[src/rtl/prra_grant_ctrl.sv]
// Registered pseudo round-robin grant controller: samples a request vector, holds a
// one-hot grant until the requester drops or the optional hold limit expires.
module prra_grant_ctrl #(
   parameter int WIDTH      = 4,
   parameter int LOG2_WIDTH = 2,
   parameter int MAX_HOLD   = 0,
   parameter int HOLD_WIDTH = 8
) (
   input  logic                  clk,
   input  logic                  rst_n,
   input  logic [WIDTH-1:0]      request,
   output logic [WIDTH-1:0]      grant,
   output logic [LOG2_WIDTH-1:0] grant_idx,
   output logic                  grant_valid,
   output logic                  timeout
);

   typedef enum logic [1:0] {
      S_IDLE    = 2'd0,
      S_GRANT   = 2'd1,
      S_RELEASE = 2'd2
   } state_t;

   localparam logic                  TIMEOUT_EN = (MAX_HOLD != 0);
   localparam logic [HOLD_WIDTH-1:0] HOLD_LAST  = (MAX_HOLD == 0) ? '0 : HOLD_WIDTH'(MAX_HOLD - 1);
   localparam logic [LOG2_WIDTH-1:0] LAST_RST   = LOG2_WIDTH'(WIDTH - 1);
   localparam logic [WIDTH-1:0]      ONE        = WIDTH'(1);

   // First set request bit scanning upward from last+1 with wrap-around.
   function automatic logic [LOG2_WIDTH-1:0] rr_pick(input logic [WIDTH-1:0]      req,
                                                     input logic [LOG2_WIDTH-1:0] last);
      logic [LOG2_WIDTH-1:0] win;
      logic [LOG2_WIDTH-1:0] cand;
      logic                  found;
      win   = '0;
      found = 1'b0;
      for (int i = 1; i <= WIDTH; i++) begin
         cand = LOG2_WIDTH'((int'(last) + i) % WIDTH);
         if (!found && req[cand]) begin
            found = 1'b1;
            win   = cand;
         end
      end
      return win;
   endfunction

   state_t                  state_q, state_d;
   logic [WIDTH-1:0]        grant_q, grant_d;
   logic [LOG2_WIDTH-1:0]   grant_idx_q, grant_idx_d;
   logic                    grant_valid_q, grant_valid_d;
   logic                    timeout_q, timeout_d;
   logic [HOLD_WIDTH-1:0]   hold_cnt_q, hold_cnt_d;
   logic [LOG2_WIDTH-1:0]   last_q, last_d;
   logic [LOG2_WIDTH-1:0]   winner;

   assign winner = rr_pick(request, last_q);

   always_comb begin
      state_d       = state_q;
      grant_d       = grant_q;
      grant_idx_d   = grant_idx_q;
      grant_valid_d = grant_valid_q;
      timeout_d     = 1'b0;
      hold_cnt_d    = hold_cnt_q;
      last_d        = last_q;
      case (state_q)
         S_IDLE: begin
            if (|request) begin
               state_d       = S_GRANT;
               grant_d       = ONE << winner;
               grant_idx_d   = winner;
               grant_valid_d = 1'b1;
               last_d        = winner;
               hold_cnt_d    = '0;
            end
         end
         S_GRANT: begin
            // A drop takes precedence, so a coincident hold expiry never pulses timeout.
            if (!request[grant_idx_q]) begin
               state_d       = S_RELEASE;
               grant_d       = '0;
               grant_idx_d   = '0;
               grant_valid_d = 1'b0;
            end else if (TIMEOUT_EN && (hold_cnt_q == HOLD_LAST)) begin
               state_d       = S_RELEASE;
               grant_d       = '0;
               grant_idx_d   = '0;
               grant_valid_d = 1'b0;
               timeout_d     = 1'b1;
            end else if (hold_cnt_q != '1) begin
               hold_cnt_d    = hold_cnt_q + 1'b1;
            end
         end
         S_RELEASE: begin
            state_d = S_IDLE;
         end
         default: begin
            state_d       = S_IDLE;
            grant_d       = '0;
            grant_idx_d   = '0;
            grant_valid_d = 1'b0;
         end
      endcase
   end

   always_ff @(posedge clk or negedge rst_n) begin
      if (!rst_n) begin
         state_q       <= S_IDLE;
         grant_q       <= '0;
         grant_idx_q   <= '0;
         grant_valid_q <= 1'b0;
         timeout_q     <= 1'b0;
         hold_cnt_q    <= '0;
         last_q        <= LAST_RST;
      end else begin
         state_q       <= state_d;
         grant_q       <= grant_d;
         grant_idx_q   <= grant_idx_d;
         grant_valid_q <= grant_valid_d;
         timeout_q     <= timeout_d;
         hold_cnt_q    <= hold_cnt_d;
         last_q        <= last_d;
      end
   end

   assign grant       = grant_q;
   assign grant_idx   = grant_idx_q;
   assign grant_valid = grant_valid_q;
   assign timeout     = timeout_q;

endmodule

[config.mk]
export PLATFORM = sky130hd
export DESIGN_NAME = prra_grant_ctrl
export DESIGN_NICKNAME = d
export VERILOG_FILES = /design/src/rtl/prra_grant_ctrl.sv
export SDC_FILE = /design/constraint.sdc
export NUM_CORES = 1
export LEC_CHECK = 0
export ABC_AREA = 1
export CAP_MARGIN = 30
export CORE_MARGIN = 2
export CORE_UTILIZATION = 50
export CTS_BUF_LIST = sky130_fd_sc_hd__clkbuf_4 sky130_fd_sc_hd__clkbuf_8
export DETAILED_ROUTE_END_ITERATION = 12
export DONT_BUFFER_PORTS = 1
export PLACE_DENSITY = 0.76
export SLEW_MARGIN = 25
export SYNTH_ARGS = -nofsm -noshare
export SYNTH_HDL_FRONTEND = slang
export SYNTH_SLANG_ARGS = --single-unit
[constraint.sdc]
create_clock -name clk -period 1.9 [get_ports clk]
set_input_delay 0.19 -clock clk [delete_from_list [all_inputs] [get_ports clk]]
set_output_delay 0.19 -clock clk [all_outputs]
set_load 0.05 [all_outputs]
==> results.toml, run 1 <==
[timing]
post-route-min-period_ns = 1.67
rsz0062_at_grt = "false"
final-max-slew-violation-count = 0
max_freq_mhz = 598
hold_viol_final = 0
fin_skew_ns = 0.00462
finalCritPeriodShare_pct = 88.0
setup_viol = 0
setup_tns_ns = 0

[place]
dpl-instance-area_sq_um = 823
io_buffers = 0
place.gp.congestion = 0.839
hpwl_microns = 1240

[logic_synthesis]
ys_warn_count = 0
synth_top_flop_cell = "dfrtp_1"
syn_avg_cell_area_sq_um = 7.40
syn_inst = 109
yosys_register_bits = 11
synth_top_area_cell = "dfrtp_1"
netlist-cell-type-count = 26
synth_edf_count = 0
synthTopCellsByArea = "dfrtp_1, nand2_1, nand2_2"
post-synth-top-count-cell = "nand2_1"
syn_area_sq_um = 807
ys_top_cells_by_count = "nand2_1, inv_1, dfrtp_1, nand2_2, nand3_1"
synth_top_cell_area_share_pct = 27.9
synth-seq-area-share_pct = 34.4
synthArstFlopShare_pct = 100
syn-num-nets = 115

[drt]
top_layer = "met4"
drt-met1-wl_microns = 668
drtPass1Iterations = 4
vias_per_cell = 5.15
drt-initial-drc-count = 12
route.vias.total = 670
dr_wl_met2_microns = 783
met3_wirelength_microns = 36
wire_per_inst_microns = 11.6
ant_nets = 0
drc = 0
wl_microns = 1500

[finish]
fin_area_sq_um = 863
nFillCells = 158
nets = 121
syn2layout_area_growth_pct = 6.98
diodes = 0
drive_gt1_share_pct = 25.4

[global_route]
grt_use_total_pct = 19.1
grt_pass1_wl_microns = 2730
grt_max_degree = 12
antenna_found_initial = 0
grt_pass1_vias = 651
grt.overflow.total = 0

[floorplan]
die_w_microns = 44.2
ios = 14
core_sq_um = 1510
die-area_sq_um = 1950
row_count = 14
initial_core_util_pct = 53.6
die_y_microns = 44.2

[power]
peakVddDrop_mv = 0.968
p_per_area_nw_per_um2 = 2130
leakage_nw = 0.477

[worst_setup_path]
cp_data_required_time_ns = 2.06
cpMaxStageDelayCell = "dfstp_2"
r2r_cells = 11
rr_endpoint = "grant[1]$_DFFE_PN0P_"
end_kind = "flip-flop"
cp.buffers_inverters = 2
cp_max_fo = 10
reg2reg_from = "last_q[0]$_DFFE_PN1P_"
setup.worst_path.start_class = "flip-flop"
path_cells = "inv_8, nand2_1, nand2_2, nand2_4, nand2_4, nor2_8, nand3b_1, nand2_2, inv_1, nand3_1, nand2_1"
max_stage_delay_ns = 0.69
critPathTopFamily = "simple AND/OR/NAND/NOR gates"
crit_type = "flip-flop to flip-flop"
cp.arrival_ns = 1.83
rrSetupSlack_ns = 0.23

[cts]
htreeDepth = 1
post-cts-setup-buffers = 0
clock-sinks = 11
hold_buffers = 1
clkTransAtPathRegs_ns = 0.07
cts_tree = "done"
root_buffer = "clkbuf_4"
clk_latency_ns = 0.27
cts_buffers = 3
clock_path_buffers = 2
cts-resized-gates = 0

[flow_run]
maxCapViolCount = 0

[min_path]
holdPathStages = 3
worstHoldStart = "request[3]"
hold_path.class = "input pin to flip-flop"
worstHoldEndpoint = "state_q[1]$_DFFE_PN0P_"

[outcome]
status = "finished, final reports clean"
## how the worst max path moves through the flow
stage,from,end,depth (start not counted),slack (ns)
after floorplan,grant_idx[1]$_DFFE_PN0P_,grant[0]$_DFFE_PN0P_,8,0.33
after global routing,last_q[0]$_DFFE_PN1P_,grant[1]$_DFFE_PN0P_,11,0.07
final,last_q[0]$_DFFE_PN1P_,grant[1]$_DFFE_PN0P_,11,0.23
after detailed placement,last_q[0]$_DFFE_PN1P_,grant_idx[0]$_DFFE_PN0P_,11,0.23
after global placement,last_q[0]$_DFFE_PN1P_,grant_idx[0]$_DFFE_PN0P_,11,0.27
after CTS,last_q[0]$_DFFE_PN1P_,grant_idx[0]$_DFFE_PN0P_,11,0.22
## area by class of cell
cell class | instances | area, sq um | area share [%]
tap | 16 | 20.0 | 2.32
sequential | 11 | 278 | 32.2
timing repair buffer | 3 | 25.0 | 2.90
clock buffer | 4 | 30.0 | 3.48
multi-input combinational | 80 | 443 | 51.3
inverter | 16 | 67.6 | 7.83
## where the power goes
| group | internal (mW) | switching [mW] |
|---|---|---|
| logic | 0.364 | 0.728 |
| clock network | 0.0955 | 0.0766 |
| registers | 0.348 | 0.228 |
| total | 0.808 | 1.03 |
## kinds of logic (layout without fill, tap and decap cells)
| logic type | count (synthesis) | after routing | share of synthesized area, % |
|---|---|---|---|
| compound gates | 12 | 12 | 9.77 |
| buf+inv | 18 | 23 | 10.7 |
| flops | 11 | 11 | 34.4 |
| other cells | 1 | 1 | 0.465 |
| simple gates | 67 | 67 | 44.7 |
## cell usage in the layout, fill, tap and decap left out
master and instances:
nand2_1 35, inv_1 13, nand2_2 9, dfrtp_1 9, nand3_1 7, nand4_1 5
nand2_4 4, clkbuf_4 4, o21ai_0 3, nor2_1 3, a21oi_1 2, o21ai_2 2
o21ai_1 2, dfstp_2 2, buf_4 2, a211oi_1 1, inv_8 1, inv_2 1
nor2_8 1, nand3_2 1, nand4_2 1, a21boi_1 1, clkinv_1 1, nand3b_1 1
o21bai_2 1, conb_1 1, dlygate4sd3_1 1
## sequential cells by signal, summed over array words and instances (netlist names)
| name | flops |
|---|---|
| grant | 4 |
| state_q | 2 |
| last_q | 2 |
| grant_valid | 1 |
| grant_idx | 2 |
## through the flow
stage	power [mW]	setup WS, ns	instances	util [%]	hold WS (ns)
floorplan	1.50	0.326	109	-	-0.106
global placement	1.65	0.267	125	54.7	-0.105
detailed placement	1.68	0.229	125	54.7	-0.105
CTS	1.86	0.219	130	57.3	0.168
global route	2.01	0.0698	130	57.3	0.182
finish	1.84	0.228	130	57.3	0.174
## tightest hold or removal path, stage by stage
cell and delay, ns:
a21oi_1 0.03, o21ai_0 0.09, a211oi_1 0.08
## per-layer routing
metal / vias to the layer above / track usage (%)
met5: - / 0
met4: 0 / 7.27
met3: 2 / 3.67
met2: 8 / 31.5
met1: 303 / 24.7
li1: 357 / -
(Power assumes the default switching activity.)
==> run 2, diff against run 1 <==
- CTS_CLUSTER_DIAMETER: default -> 120
- PLACE_DENSITY: 0.76 -> 0.64
- SKIP_CTS_REPAIR_TIMING: default -> 1
==> run 2 against run 1 <==
  * Clock power rose by 2%
  * Final area unchanged
  * First-iteration DRC count increased by 83%
  * Die area stayed put
  * Flip-flop and latch count did not move
  * Register-to-register slack worse by 0.05 ns
  * Largest cell class unchanged
  * Clock-buffer cell count did not move
==> results.toml, run 2 (synthesized netlist as in run 1, its figures left out) <==
[drt]
wire_per_inst_microns = 12.6
route.vias.total = 694
wl_microns = 1630
drc = 0
drt-initial-drc-count = 22
drtPass1Iterations = 4
vias_per_cell = 5.34
ant_nets = 0

[min_path]
worstHoldStart = "request[3]"
hold_path.class = "input pin to flip-flop"

[worst_setup_path]
cpMaxStageDelayCell = "dfstp_2"
reg2reg_from = "last_q[0]$_DFFE_PN1P_"
end_kind = "flip-flop"
cp_data_required_time_ns = 2.06
critPathLaunch = "last_q[0]$_DFFE_PN1P_"
cpMostUsedCell = "nand2_1"
cp.buffers_inverters = 1
setup.worst_path.start_class = "flip-flop"
cp_max_fo = 10
max_stage_delay_ns = 0.69
critPathTopFamily = "simple AND/OR/NAND/NOR gates"
crit_type = "flip-flop to flip-flop"
path_cells = "inv_8, nand2_1, nand2_2, nand2_4, nand2_4, nor2_8, nand2_1, nand3_2, nand2_2, nand2_1, nand2_1"
cp.arrival_ns = 1.88

[finish]
syn2layout_area_growth_pct = 6.98
post-route-util_pct = 57.3
nets = 121
seq_area_sq_um = 278
layout_commonest_cell = "nand2_1"
drive_gt1_share_pct = 25.4
final_cell_mix = "nand2_1, inv_1, nand2_2, dfrtp_1, nand3_1"
nFillCells = 141
multi_input_comb_area_sq_um = 443
largest_reg_flops = 4
diodes = 0

[timing]
post-route-min-period_ns = 1.72
fin_skew_ns = 0.00118
slew-limit-headroom_pct = 66.2
final-max-slew-violation-count = 0
max_freq_mhz = 582
finalCritPeriodShare_pct = 90.4
worst_pin_slew_ns = 0.505
setup_tns_ns = 0
rsz0062_at_grt = "false"
hold_viol_final = 0
setup_viol = 0

[global_route]
grt.overflow.total = 0
grt_pass1_vias = 631
grt_use_total_pct = 19.1
antenna_found_initial = 0
grt_max_degree = 12
grt_pass1_wl_microns = 2720

[floorplan]
die-area_sq_um = 1950
row_count = 14
die_y_microns = 44.2
ios = 14
die_w_microns = 44.2
initial_core_util_pct = 53.6
core_sq_um = 1510

[cts]
cts_tree = "done"
htreeDepth = 1
root_buffer = "clkbuf_4"
cts_buffers = 3
clk_latency_ns = 0.27
clock_path_buffers = 2
clkTransAtPathRegs_ns = 0.07
clock-sinks = 11

[place]
hpwl_microns = 1300
io_buffers = 0
place.gp.congestion = 0.810

[power]
p_per_area_nw_per_um2 = 2150
power.total_mw = 1.86
leakage_nw = 0.477
peakVddDrop_mv = 0.967

[flow_run]
maxCapViolCount = 0

[outcome]
status = "finished, final reports clean"
## run 2: cell counts in the layout (fill, tap and decap cells not counted)
No cell type changed its count.
## run 2: area by class of cell
| type | instances | area share (%) |
|---|---|---|
| timing repair buffer | 3 | 2.90 |
| tap | 16 | 2.32 |
| sequential | 11 | 32.2 |
| multi-input combinational | 80 | 51.3 |
| clock buffer | 4 | 3.48 |
| inverter | 16 | 7.83 |
## run 2: worst min-delay path, cell delays in order
cell and delay [ns]:
a21oi_1 0.04, o21ai_0 0.09, a211oi_1 0.08
## run 2: worst paths after layout
check	endpoint	slack (ns)	depth (start not counted)
setup / recovery	grant_idx[0]$_DFFE_PN0P_	0.18	11
min in group asynchronous	grant_valid$_DFFE_PN0P_	0.32	1
hold reg to reg	state_q[1]$_DFFE_PN0P_	0.49	1
setup reg to reg	grant_idx[0]$_DFFE_PN0P_	0.18	11
max in group asynchronous	last_q[0]$_DFFE_PN1P_	1.22	1
hold / removal	state_q[1]$_DFFE_PN0P_	0.16	3
## run 2: per-stage QoR
stage	instances	setup slack (ns)	area, sq um	hold WS, ns
final	130	0.182	863	0.163
after global routing	130	0.0423	863	0.180
after CTS	129	0.174	853	-0.399
after detailed placement	125	0.181	823	-0.105
after floorplan	109	0.326	807	-0.106
after global placement	125	0.247	823	-0.105
## run 2: metal layers
layer	vias to the layer above	part of all wire [%]	wire length (microns)	track usage (%)
met3	0	7.1	116	8.16
met5	-	0	0	0
li1	357	-	-	-
met2	25	44	718	25.3
met1	312	49	798	29.8
met4	0	0	0	1.82
## run 2: report_power, final
group	leakage [nW]	switching [mW]	internal (mW)	total [mW]
Sequential	0.137	0.232	0.348	0.580
Clock	0.0184	0.0802	0.0955	0.176
Combinational	0.321	0.740	0.364	1.10
Total	0.477	1.05	0.808	1.86
==> run 3, diff against run 2 <==
- RECOVER_POWER: default -> 25
==> results of run 3 <==
The final DEF is identical to that of run 2; final timing and power are the same.
